File: src/rtl/obj_pos_motion.sv
// Object horizontal position register with resp strobe load and timed HMOVE motion.
// Define OBJ_POS_RESP_OFFSET_EN to add RESP_OFFSET to visible-line resp loads.
module obj_pos_motion #(
  parameter int POS_MAX        = 160,
  parameter int RESP_BLANK_POS = 3,
  parameter int RESP_OFFSET    = 5,
  parameter int STEP_CLKS      = 4
) (
  input  logic       clk,
  input  logic       reset,
  input  logic [7:0] pixel_num,
  input  logic       resp,
  input  logic       hm_we,
  input  logic [3:0] hm_data,
  input  logic       hmclr,
  input  logic       hmove,
  output logic [7:0] obj_pos,
  output logic       busy,
  output logic [3:0] hm_reg
);

  localparam int                DIV_W     = (STEP_CLKS > 1) ? $clog2(STEP_CLKS) : 1;
  localparam logic [DIV_W-1:0]  DIV_LAST  = DIV_W'(STEP_CLKS - 1);
  localparam logic [7:0]        POS_LAST  = 8'(POS_MAX - 1);
  localparam logic [8:0]        POS_MAX_9 = 9'(POS_MAX);

  typedef enum logic {IDLE = 1'b0, MOVE = 1'b1} state_e;

  state_e           state_q;
  logic [DIV_W-1:0] div_q;
  logic [3:0]       remain_q;
  logic             dir_left_q;
  logic [7:0]       pos_q;
  logic [3:0]       hm_q;

  logic [7:0]       resp_pos_d;
  logic [7:0]       step_pos_d;
  logic [3:0]       mag_d;

  // Position loaded by a resp strobe
`ifdef OBJ_POS_RESP_OFFSET_EN
  logic [8:0] resp_sum_d;
  always_comb begin
    resp_sum_d = {1'b0, pixel_num} + 9'(RESP_OFFSET);
    resp_pos_d = 8'(RESP_BLANK_POS);
    if ({1'b0, pixel_num} < POS_MAX_9) begin
      if (resp_sum_d >= POS_MAX_9) begin
        resp_pos_d = 8'(resp_sum_d - POS_MAX_9);
      end else begin
        resp_pos_d = resp_sum_d[7:0];
      end
    end else begin
      resp_pos_d = 8'(RESP_BLANK_POS);
    end
  end
`else
  always_comb begin
    resp_pos_d = 8'(RESP_BLANK_POS);
    if ({1'b0, pixel_num} < POS_MAX_9) begin
      resp_pos_d = pixel_num;
    end else begin
      resp_pos_d = 8'(RESP_BLANK_POS);
    end
  end
`endif

  // One-pixel step with wrap; positive motion moves left (decrement)
  always_comb begin
    step_pos_d = pos_q;
    if (dir_left_q) begin
      if (pos_q == 8'd0) begin
        step_pos_d = POS_LAST;
      end else begin
        step_pos_d = pos_q - 8'd1;
      end
    end else begin
      if (pos_q == POS_LAST) begin
        step_pos_d = 8'd0;
      end else begin
        step_pos_d = pos_q + 8'd1;
      end
    end
  end

  // Magnitude of the signed motion register; -8 maps to 4'd8
  always_comb begin
    mag_d = hm_q;
    if (hm_q[3]) begin
      mag_d = ~hm_q + 4'd1;
    end else begin
      mag_d = hm_q;
    end
  end

  // Motion register, position and IDLE/MOVE sequencer
  always_ff @(posedge clk) begin
    if (reset) begin
      state_q    <= IDLE;
      div_q      <= '0;
      remain_q   <= 4'd0;
      dir_left_q <= 1'b0;
      pos_q      <= 8'd0;
      hm_q       <= 4'd0;
    end else begin
      if (hmclr) begin
        hm_q <= 4'd0;
      end else if (hm_we) begin
        hm_q <= hm_data;
      end

      case (state_q)
        IDLE: begin
          if (resp) begin
            pos_q <= resp_pos_d;
          end
          if (hmove && (hm_q != 4'd0)) begin
            state_q    <= MOVE;
            div_q      <= '0;
            remain_q   <= mag_d;
            dir_left_q <= ~hm_q[3];
          end
        end
        MOVE: begin
          if (div_q == DIV_LAST) begin
            // The step is consumed even if resp overrides the position
            div_q    <= '0;
            remain_q <= remain_q - 4'd1;
            pos_q    <= resp ? resp_pos_d : step_pos_d;
            if (remain_q == 4'd1) begin
              state_q <= IDLE;
            end
          end else begin
            div_q <= div_q + DIV_W'(1);
            if (resp) begin
              pos_q <= resp_pos_d;
            end
          end
        end
        default: begin
          state_q <= IDLE;
        end
      endcase
    end
  end

  assign obj_pos = pos_q;
  assign busy    = (state_q == MOVE);
  assign hm_reg  = hm_q;

endmodule

File: config.mk
export PLATFORM = sky130hd
export DESIGN_NAME = obj_pos_motion
export DESIGN_NICKNAME = d
export VERILOG_FILES = /design/src/rtl/obj_pos_motion.sv
export SDC_FILE = /design/constraint.sdc
export NUM_CORES = 1
export LEC_CHECK = 0
export CAP_MARGIN = 10
export CORE_UTILIZATION = 35
export CTS_CLUSTER_SIZE = 24
export DETAILED_ROUTE_END_ITERATION = 8
export DONT_BUFFER_PORTS = 1
export HOLD_SLACK_MARGIN = 0.06
export PLACE_DENSITY = 0.46
export SLEW_MARGIN = 20
export SYNTH_ARGS = -nofsm -noshare
export SYNTH_HDL_FRONTEND = slang
export SYNTH_SLANG_ARGS = --single-unit
File: constraint.sdc
create_clock -name clk -period 2.26 [get_ports clk]
set_input_delay 0.226 -clock clk [delete_from_list [all_inputs] [get_ports clk]]
set_output_delay 0.226 -clock clk [all_outputs]
set_load 0.01 [all_outputs]
==> results_dict.tcl <==
set metrics [dict create \
    rows 22 \
    synth_cell_types 52 \
    hpwlAfterDp_um 2710 \
    yosys_most_used_dff "dfxtp_1" \
    muxShareOfSynthArea_pct 5.69 \
    cp_max_fo 11 \
    tns_ns 0 \
    synth_common_cells "dfxtp_1, inv_1, a21oi_1" \
    grt_pass1_wl_um 6280 \
    clk_latency_ns 0.26 \
    timing.rr.start "obj_pos[0]" \
    clockBufferDepth 2 \
    avgRoutedWirePerCell_um 16.7 \
    crit_type "reg -> reg" \
    yosysWarnings 0 \
    synth_edf_count 0 \
    synth_top_area_share_pct 28.0 \
    cpPeakStageDelay_ns 0.46 \
    grt_use_total_pct 18.9 \
    hold_ws_ns 0.0839 \
    clk_pin_slew_ns 0.08 \
    synthCells 181 \
    dieArea_mm2 0.00434 \
    placedInstanceArea_mm2 0.00146 \
    synth_nets 205 \
    gp_congestion 0.847 \
    viasPerCell 5.77 \
    slew_violations 0 \
    hold_viol 0 \
    area_growth_pct 7.09 \
    cts_tree "yes" \
    cts-root-buf "clkbuf_8" \
    post_cts_buffers 0 \
    required_ns 2.42 \
    drtIter0Drc 72 \
    die_h_um 65.9 \
    fmax_mhz 528 \
    critical_path_arrival_ns 2.05 \
    synth_seq_cells 20 \
    r2r-end "obj_pos[3]" \
    post-route-drc-count 0 \
    rrSetupSlack_ns 0.37 \
    cap_violations 0 \
    synth_xor_area_share_pct 2.45 \
    post-route-min-period_ns 1.89 \
    vias 1298 \
    min-delay-start "reset" \
    critPathLaunchType "flop" \
    ant_nets 0 \
    final_layout_size_suffix_gt1_share_pct 7.91 \
    core_area_mm2 0.00380 \
    setup_viol_count_final 0 \
    synth-simple-area-share_pct 24.3 \
    design_area_mm2 0.00153 \
    antenna_found_initial 0 \
    yosysMostFrequentCell "dfxtp_1" \
    p_leak_nw 0.586 \
    num-nets-final 202 \
    holdPathEnd "remain_q[2]" \
    drtPass1Iterations 4 \
    initial_core_util_pct 37.6 \
    tightest_slew_ns 0.649 \
    grt_max_degree 16 \
    avgSynthCellArea_um2 7.89 \
    grt_pass1_vias 1239 \
    port_buffers 0 \
    synth_top_family_by_area "compound AO/OA/AOI/OAI gates" \
    clock_skew_ns 0.00593 \
    yosys.area_share.adder_pct 5.25 \
    num_antenna_cells 0 \
    min_path_cells 1 \
    rsz0062_at_grt "false" \
    reg2reg_depth 5 \
    status "completed" \
    largest_reg_flops 8 \
    crit_path_end_kind "flop" \
    peakVddDrop_v 0.000392 \
    fin_util_pct 40.3 \
    clock-sinks 20 \
    yosysTopAreaCell "dfxtp_1" \
    ys_seq_area_share_pct 28.0 \
    synthesis.area_mm2 0.00143 \
    cp_slowest_cell "dfxtp_1" \
    cts_htree_levels 1 \
    die_w_um 65.9 \
    synth_area_leaders "dfxtp_1, ha_1, mux2i_1" \
    wl_um 3760 \
    hp-class "in -> reg" \
    numCtsBuffers 3 \
    crit_chain "ha_1, and4_1, and3_1, or3_1, a221oi_1" \
    power_density_mw_per_mm2 530 \
    synth_compound_area_share_pct 26.4 \
    io_pins 31 \
    relSlewSlack_pct 56.6 \
    gr-total-overflow 0 \
    async_flop_share_pct 0 \
    fin_crit_sh_pct 83.8 \
]
-- stage by stage --
step | cells | total power [mW] | setup WS (ns)
5_1_grt | 225 | 0.862 | 0.232
2_1_floorplan | 181 | 0.513 | 0.583
6_report | 225 | 0.811 | 0.367
4_1_cts | 225 | 0.821 | 0.370
3_5_place_dp | 219 | 0.537 | 0.395
3_3_place_gp | 219 | 0.537 | 0.430
-- worst max-delay path, delay by kind of cell (launching register included) --
| kind | cells | cell delay [ns] |
|---|---|---|
| DFF | 1 | 0.46 |
| and+or+nand+nor | 3 | 0.76 |
| adders and majority gates | 1 | 0.32 |
| AOI/OAI and AO/OA | 1 | 0.27 |
-- cell families (layout without fill, tap and decap cells) --
family | Yosys count | in the layout
AOI/OAI and AO/OA | 53 | 53
and+or+nand+nor | 62 | 62
DFF | 20 | 20
adders and majority gates | 6 | 6
muxes | 8 | 8
xor gates and xnor gates | 4 | 4
buffers and inverters | 28 | 24
-- power breakdown --
| part | switching, mW | total [mW] | internal, mW |
|---|---|---|---|
| combinational | 0.0745 | 0.135 | 0.0610 |
| sequential | 0.0356 | 0.403 | 0.368 |
| clock | 0.117 | 0.272 | 0.155 |
-- cell type report --
type / count / area, um2
Timing Repair Buffer: 5 / 42.5
Fill cell: 414 / 2270
Inverter: 15 / 56.3
Clock buffer: 4 / 55.1
Multi-Input combinational cell: 133 / 916
Sequential cell: 20 / 400
Tap cell: 48 / 60.1
-- per-layer routing --
layer	part of all wire [%]	GRT usage, %	up-vias
li1	-	-	666
met1	49	26.6	588
met2	42	29.1	42
met3	8.4	5.00	2
met4	0.51	2.72	0
met5	0	0	-
-- how the worst max path moves through the flow --
stage,start,endpoint,slack (ns),cells after the start
after floorplan,hm_reg[0],remain_q[0],0.58,6
after global placement,hm_reg[0],remain_q[0],0.43,6
after detailed placement,obj_pos[0],obj_pos[3],0.39,5
after CTS,obj_pos[0],obj_pos[3],0.37,5
after global routing,obj_pos[0],obj_pos[3],0.23,5
final,obj_pos[0],obj_pos[3],0.37,5
-- cells in the final DEF (no fill, tap or decap), types with 2 or more instances in the layout --
| master | instances |
|---|---|
| dfxtp_1 | 20 |
| inv_1 | 15 |
| a21oi_1 | 13 |
| o21ai_0 | 12 |
| nor3_1 | 10 |
| nor2_1 | 10 |
| mux2i_1 | 7 |
| nand2_1 | 7 |
| nand3_1 | 6 |
| ha_1 | 6 |
| nor4_1 | 4 |
| nand4_1 | 4 |
| and3_1 | 4 |
| clkbuf_8 | 4 |
| nand2b_1 | 3 |
| a21o_1 | 3 |
| buf_4 | 3 |
| xnor2_1 | 2 |
| a31o_2 | 2 |
| o31ai_1 | 2 |
| nor2b_1 | 2 |
| a311oi_1 | 2 |
| a211oi_1 | 2 |
| a221oi_1 | 2 |
| o2111ai_1 | 2 |
| xor2_1 | 2 |
| or3_1 | 2 |
| dlygate4sd3_1 | 2 |
-- timing repair --
| item | CTS | global route |
|---|---|---|
| resized for setup | 0 | 0 |
| endpoints found under the hold margin | 15 | 0 |
| hold buffers | 2 | 0 |
Note: power is estimated with default switching activity, not from simulation.
